===== src/rtl/fe_predict_stage.sv =====
// Fetch stage: owns the PC and the FE pipeline latch, and when FE_PREDICT_EN is
// defined, steers fetch with a gshare direction predictor plus a tagged BTB.
module fe_predict_stage #(
    parameter int               DBITS        = 32,
    parameter int               INSTSIZE     = 4,
    parameter logic [DBITS-1:0] STARTPC      = 32'h100,
    parameter int               PT_IDX_BITS  = 8,
    parameter int               BTB_IDX_BITS = 4
) (
    input  logic                   i_clk,
    input  logic                   i_reset,
    input  logic                   i_stall_in,
    output logic [DBITS-1:0]       o_imem_addr,
    input  logic [31:0]            i_imem_rdata,
    input  logic                   i_upd_valid,
    input  logic [DBITS-1:0]       i_upd_pc,
    input  logic                   i_upd_taken,
    input  logic [DBITS-1:0]       i_upd_target,
    input  logic [PT_IDX_BITS-1:0] i_upd_pt_idx,
    input  logic                   i_mispred,
    input  logic [DBITS-1:0]       i_redirect_pc,
    output logic                   o_out_valid,
    output logic [31:0]            o_out_inst,
    output logic [DBITS-1:0]       o_out_pc,
    output logic [DBITS-1:0]       o_out_pcplus,
    output logic                   o_out_pred_taken,
    output logic [DBITS-1:0]       o_out_pred_target,
    output logic [PT_IDX_BITS-1:0] o_out_pt_idx,
    output logic [DBITS-1:0]       o_out_count
);

    logic [DBITS-1:0]       r_pc;
    logic [DBITS-1:0]       r_count;
    logic                   r_valid;
    logic [31:0]            r_inst;
    logic [DBITS-1:0]       r_out_pc;
    logic [DBITS-1:0]       r_out_pcplus;
    logic                   r_pred_taken;
    logic [DBITS-1:0]       r_pred_target;
    logic [PT_IDX_BITS-1:0] r_pt_idx;
    logic [DBITS-1:0]       r_out_count;

    logic [DBITS-1:0]       w_pcplus;
    logic                   w_pred_taken;
    logic [DBITS-1:0]       w_pred_next;
    logic [PT_IDX_BITS-1:0] w_pt_idx;

    assign w_pcplus = r_pc + DBITS'(INSTSIZE);

`ifdef FE_PREDICT_EN
    localparam int PT_ENTRIES  = 1 << PT_IDX_BITS;
    localparam int BTB_ENTRIES = 1 << BTB_IDX_BITS;
    localparam int TAG_BITS    = DBITS - BTB_IDX_BITS - 2;

    logic [1:0]             r_pt         [PT_ENTRIES];
    logic [PT_IDX_BITS-1:0] r_bhr;
    logic                   r_btb_valid  [BTB_ENTRIES];
    logic [TAG_BITS-1:0]    r_btb_tag    [BTB_ENTRIES];
    logic [DBITS-1:0]       r_btb_target [BTB_ENTRIES];

    logic [BTB_IDX_BITS-1:0] w_btb_idx;
    logic [TAG_BITS-1:0]     w_tag;
    logic [BTB_IDX_BITS-1:0] w_upd_btb_idx;
    logic [TAG_BITS-1:0]     w_upd_tag;
    logic [1:0]              w_upd_ctr;
    logic                    w_unused_upd_bits;

    assign w_pt_idx          = r_pc[PT_IDX_BITS+1:2] ^ r_bhr;
    assign w_btb_idx         = r_pc[BTB_IDX_BITS+1:2];
    assign w_tag             = r_pc[DBITS-1:BTB_IDX_BITS+2];
    assign w_upd_btb_idx     = i_upd_pc[BTB_IDX_BITS+1:2];
    assign w_upd_tag         = i_upd_pc[DBITS-1:BTB_IDX_BITS+2];
    assign w_upd_ctr         = r_pt[i_upd_pt_idx];
    assign w_unused_upd_bits = ^i_upd_pc[1:0];

    // Taken only when the counter leans taken and the BTB holds a matching target
    assign w_pred_taken = r_pt[w_pt_idx][1] && r_btb_valid[w_btb_idx]
                          && (r_btb_tag[w_btb_idx] == w_tag);
    assign w_pred_next  = w_pred_taken ? r_btb_target[w_btb_idx] : w_pcplus;

    // Predictor training from AGEX resolution; history is non-speculative
    always_ff @(posedge i_clk) begin
        if (i_reset) begin
            r_bhr <= '0;
            for (int i = 0; i < PT_ENTRIES; i++) begin
                r_pt[i] <= 2'b01;
            end
            for (int j = 0; j < BTB_ENTRIES; j++) begin
                r_btb_valid[j] <= 1'b0;
            end
        end else if (i_upd_valid) begin
            r_bhr <= {r_bhr[PT_IDX_BITS-2:0], i_upd_taken};
            if (i_upd_taken) begin
                if (w_upd_ctr != 2'b11) begin
                    r_pt[i_upd_pt_idx] <= w_upd_ctr + 2'b01;
                end
                r_btb_valid[w_upd_btb_idx]  <= 1'b1;
                r_btb_tag[w_upd_btb_idx]    <= w_upd_tag;
                r_btb_target[w_upd_btb_idx] <= i_upd_target;
            end else if (w_upd_ctr != 2'b00) begin
                r_pt[i_upd_pt_idx] <= w_upd_ctr - 2'b01;
            end
        end
    end
`else
    logic w_unused_upd;

    assign w_pred_taken = 1'b0;
    assign w_pred_next  = w_pcplus;
    assign w_pt_idx     = '0;
    assign w_unused_upd = ^{i_upd_valid, i_upd_pc, i_upd_taken, i_upd_target, i_upd_pt_idx};
`endif

    // PC register and FE latch: reset > redirect > stall > advance
    always_ff @(posedge i_clk) begin
        if (i_reset) begin
            r_pc          <= STARTPC;
            r_count       <= DBITS'(1);
            r_valid       <= 1'b0;
            r_inst        <= 32'h0;
            r_out_pc      <= '0;
            r_out_pcplus  <= '0;
            r_pred_taken  <= 1'b0;
            r_pred_target <= '0;
            r_pt_idx      <= '0;
            r_out_count   <= '0;
        end else if (i_mispred) begin
            r_pc    <= i_redirect_pc;
            r_valid <= 1'b0;
        end else if (i_stall_in) begin
            r_pc    <= r_pc;
            r_valid <= r_valid;
        end else begin
            r_pc          <= w_pred_next;
            r_count       <= r_count + DBITS'(1);
            r_valid       <= 1'b1;
            r_inst        <= i_imem_rdata;
            r_out_pc      <= r_pc;
            r_out_pcplus  <= w_pcplus;
            r_pred_taken  <= w_pred_taken;
            r_pred_target <= w_pred_next;
            r_pt_idx      <= w_pt_idx;
            r_out_count   <= r_count;
        end
    end

    assign o_imem_addr       = r_pc;
    assign o_out_valid       = r_valid;
    assign o_out_inst        = r_inst;
    assign o_out_pc          = r_out_pc;
    assign o_out_pcplus      = r_out_pcplus;
    assign o_out_pred_taken  = r_pred_taken;
    assign o_out_pred_target = r_pred_target;
    assign o_out_pt_idx      = r_pt_idx;
    assign o_out_count       = r_out_count;

endmodule


===== config.mk =====
export PLATFORM = sky130hd
export DESIGN_NAME = fe_predict_stage
export DESIGN_NICKNAME = d
export VERILOG_FILES = /design/src/rtl/fe_predict_stage.sv
export SDC_FILE = /design/constraint.sdc
export NUM_CORES = 1
export LEC_CHECK = 0
export ABC_AREA = 1
export BUFFER_PORTS_ARGS = -buffer_cell sky130_fd_sc_hd__clkbuf_2
export CAP_MARGIN = 10
export CORE_AREA = 2 2 133 135
export CTS_BUF_LIST = sky130_fd_sc_hd__clkbuf_2 sky130_fd_sc_hd__clkbuf_4 sky130_fd_sc_hd__clkbuf_8
export DETAILED_ROUTE_END_ITERATION = 6
export DIE_AREA = 0 0 135 137
export GPL_TIMING_DRIVEN = 1
export PLACE_DENSITY = 0.81
export SETUP_SLACK_MARGIN = 0.5
export SLEW_MARGIN = 10
export SYNTH_ARGS = -nofsm -noshare
export SYNTH_HDL_FRONTEND = slang
export SYNTH_SLANG_ARGS = --single-unit

===== constraint.sdc =====
create_clock -name i_clk -period 1.8 [get_ports i_clk]
set_input_delay 0.18 -clock i_clk [delete_from_list [all_inputs] [get_ports i_clk]]
set_output_delay 0.18 -clock i_clk [all_outputs]
set_load 0.005 [all_outputs]

# Word level (Yosys, flattened, before mapping)
# Cells that the tools add are included.
dict set report op_classes {
  n_eq_ne 1
  div_mod_pow 0
  n_addsub 2
  n_mux 2
  mul 0
  magnitude_cmp 0
  n_reduce_logical 2
  shift 0
  n_bitwise 2
}
# op n
set op_table {}
lappend op_table {{$mux W32} 2}
lappend op_table {{$add A32 B1 Y32 const B} 1}
lappend op_table {{$add A32 B3 Y32 const B} 1}
lappend op_table {{$ne A2 B1 Y1 const B} 1}
lappend op_table {{$not A1 Y1} 2}
lappend op_table {{$reduce_and A2 Y1} 1}
lappend op_table {{$reduce_or A2 Y1} 1}
dict set report word_totals {
  ramBits 0
  input_bits 142
  memories 0
  output_inout_bits 202
  latchBits 0
  rom_bits 0
  ff_bits 193
}

# Depth between registers and ports, before layout
dict set report depth {
  depth_word 3
  depth_mapped 10
  depth_no_buf 10
}

# Least setup slack after synthesis
# No wires, ideal clock.
dict set report synth_timing {
  path_kind {register to register}
  start {reg r_pc[2], in the netlist o_imem_addr[2]}
  end {reg r_pred_target[26], in the netlist o_out_pred_target[26]}
  arrival_ns 1.273
  slack_ns 0.395
  n_path_buf 0
  path_stages_with_launch 9
  required_ns 1.668
  setup_ns 0.132
  cell_sequence {dfxtp_1 > ha_1 > nand2_2 > nor2_4 > nand2_4 > nor2_4 > nand3_1 > nand3_2 > a21oi_1}
}
dict set report synth_via {
  elab_chain_len 1
}
# item line
set synth_rtl {}
lappend synth_rtl {{start: declaration} 32} ;# logic [DBITS-1:0] r_pc;
lappend synth_rtl {{start signal: assignment} 128} ;# r_pc <= i_redirect_pc;
lappend synth_rtl {{start signal: assignment} 131} ;# r_pc <= r_pc;
lappend synth_rtl {{start signal: assignment} 134} ;# r_pc <= w_pred_next;
lappend synth_rtl {{$add A32 B3 Y32} 48} ;# assign w_pcplus = r_pc + DBITS'(INSTSIZE);
lappend synth_rtl {{end signal: assignment} 141} ;# r_pred_target <= w_pred_next;
lappend synth_rtl {{end: declaration} 39} ;# logic [DBITS-1:0] r_pred_target;
# No other way between the ends.
# A chain may end at the register's enable or synchronous reset.

# Worst setup path in the final report
dict set report layout_timing {
  start {reg r_pc[2], in the netlist o_imem_addr[2]}
  end {reg r_pred_target[20], in the netlist o_out_pred_target[20]}
}
# Same word-level chain as after synthesis.

==> impl_metrics.toml <==
[floorplanning]
rows = 48
initial_core_util_pct = 48.8
die_h_um = 137
core_um2 = 17100
io-pin-count = 344
die_area_um2 = 18500
die_w_um = 135

[route]
drt-pass1-iter-count = 5
route.detailed.drc = 0
via_per_inst = 5.30
via_count = 9032
wl_mm = 27.5
antenna_left = 0
wl_per_cell_um = 16.2
drt_iter0_drc = 777

[global_route]
grt_use_total_pct = 27.2
grt_first_pass_wirelength_mm = 40.3
grt_max_degree = 81
grt_pass1_vias = 8214
antenna_found_initial = 0
grt.overflow.total = 0

[synthesis]
synthMuxAreaShare_pct = 0
post_synth_num_cell_types = 32
syn_area_um2 = 8330
syn_inst = 1158
synth_seq_cells = 191
yosys.area_share.simple_pct = 24.9
synthXorXnorAreaFrac_pct = 0.841
synth_compound_area_share_pct = 16.4
ys_seq_area_share_pct = 45.9
synth_fa_ha_area_share_pct = 0.300
syn_area_per_cell_um2 = 7.19
yosysWarnings = 0
synth_top_family_by_area = "simple AND/OR/NAND/NOR gates"

[power]
p_leak_nw = 5.22
p_per_area_nw_per_um2 = 725
vdd_drop_max_v = 0.000625

[setup_path]
slowest_stage = "dfxtp_4"
rrSetupSlack_ns = 0.27
arrival_ns = 1.93
r2r_end = "o_out_pred_target[20]$_SDFFE_PP0P_"
worstSetupStartpoint = "o_imem_addr[2]$_SDFFE_PP0N_"
cp_max_fo = 6
critical_path_class = "reg2reg"
crit_path_start_kind = "register"
r2r-start = "o_imem_addr[2]$_SDFFE_PP0N_"
worstPathRequired_ns = 2.20
endpoint = "o_out_pred_target[20]$_SDFFE_PP0P_"
path_cells = "ha_4, nand2_4, nor2_4, nand2_4, nor2_4, nand2_1, nand2_1, nand3_2, a21oi_2"
slowest_delay_ns = 0.39
reg2reg_depth = 9
end_kind = "register"

[clock_network]
clock_path_buffers = 2
cts_tree = "yes"
clk_pin_slew_ns = 0.10
htreeDepth = 4
clockRootBuffer = "clkbuf_8"
cts_buffers = 17
insertion_delay_ns = 0.48
cts.sinks = 191

[timing]
finalClockSkew_ns = 0.0144
slew_headroom_pct = 64.3
setup_viol = 0
setup_tns_ns = 0
finalHoldViolCount = 0
fin_crit_ns = 1.53
tightest_slew_ns = 0.536
rsz0062_at_grt = "true"
period_share_pct = 84.8
fmax_ghz = 0.655
whs_ns = 0.0164
setup_ws_ns = 0.274
report.final.slew_viol_count = 0

[finish]
drive_gt1_share_pct = 39.3
fin_nets = 1610
final_cell_mix = "257 x clkbuf_2, 171 x nand2_1, 142 x dfxtp_1, 139 x nor2_1, 124 x o21ai_0"
layout_commonest_cell = "clkbuf_2"
areaGrowthSynthToFinish_pct = 39.9
antenna_cells = 0

[placed_design]
gp_congestion = 0.931
dpl.hpwl_mm = 16.3
io_buffers = 260
preCtsSetupSlack_ns = 0.240

[run_status]
status = "finished clean"

[hold_path]
hold_path.class = "in2reg"

[flow_run]
cap_violations = 0
## area by class of cell
type                            instances  area, um^2
Sequential cell                       191        3950
Clock buffer                           17         234
Clock inverter                         15         151
Fill cell                            1326        5400
Inverter                              108         410
Tap cell                              225         282
Multi-Input combinational cell        769        4200
Timing Repair Buffer                  379        2440
## logic make-up (layout without fill, tap and decap cells)
family / count (synthesis) / after routing
compound gates: 270 / 270
xor+xnor: 8 / 8
fa+ha+maj: 2 / 2
buf+inv: 206 / 519
flops: 191 / 191
other cells: 1 / 9
simple gates: 480 / 480
## synth_stat cells, drive strengths merged
master	number	area [um^2]
nand2	211	820
clkinv	2	7.51
xnor2	1	8.76
clkbuf	32	120
a211oi	1	7.51
buf	66	447
nor3	13	65.1
and2	2	12.5
xor2	7	61.3
o21ai	141	706
conb	1	3.75
a21oi	119	596
or2	2	12.5
nand3	61	320
a31oi	8	50.1
ha	2	25.0
nand4	10	62.6
dfxtp	191	3820
nor2	181	778
o211ai	1	7.51
inv	106	398
## flip-flops by register name, indices dropped and copies added (netlist names)
name               flops
r_count               32
o_imem_addr           32
o_out_count           32
o_out_pred_target     30
o_out_inst            32
o_out_valid            1
o_out_pc              32
## per-layer routing
layer  wire length, um  vias to the layer above  GRT usage, %
met5                 0                        -             0
met4              1130                        0          12.2
met3              1990                      100          4.89
met2             14000                      473          48.0
met1             10400                     4152          32.2
li1                  -                     4307             -
## metrics by stage
step	area [um^2]	util [%]	total power, mW	instances
floorplan	8400	-	5.14	1166
global placement	9600	56.3	5.52	1571
detailed placement	9600	56.3	5.54	1571
CTS	11000	64.6	8.42	1675
global route	11700	68.3	8.79	1704
finish	11700	68.3	8.45	1704
## where the power goes
part           internal [mW]  leakage (nW)  total (mW)  switching, mW
Sequential              4.41          1.59        4.56          0.152
Combinational          0.478          3.45        1.06          0.586
Clock                   1.14         0.185        2.83           1.68
## worst min path at each step
stage | from | to | cells after the start
after detailed placement | i_imem_rdata[31] | o_out_inst[31]$_SDFFE_PP0P_ | 3
after global placement | i_imem_rdata[26] | o_out_inst[26]$_SDFFE_PP0P_ | 3
final | i_redirect_pc[3] | o_imem_addr[3]$_SDFFE_PP0N_ | 5
after CTS | i_redirect_pc[3] | o_imem_addr[3]$_SDFFE_PP0N_ | 5
after global routing | i_redirect_pc[3] | o_imem_addr[3]$_SDFFE_PP0N_ | 5
after floorplan | i_imem_rdata[0] | o_out_inst[0]$_SDFFE_PP0P_ | 2
## worst max-delay path: cells and delay by family (launching register included)
family,cells,cell delay [ns]
simple gates,7,0.78
fa+ha+maj,1,0.14
compound gates,1,0.16
flops,1,0.39
## what timing repair did
item	in CTS	in global routing
endpoints found under the setup margin	72	86
gates cloned	0	0
endpoints found under the hold margin	42	0
hold buffers	42	0
pin swaps	45	49
gates resized for setup	138	122
setup buffers	30	29
(Power assumes the default switching activity.)
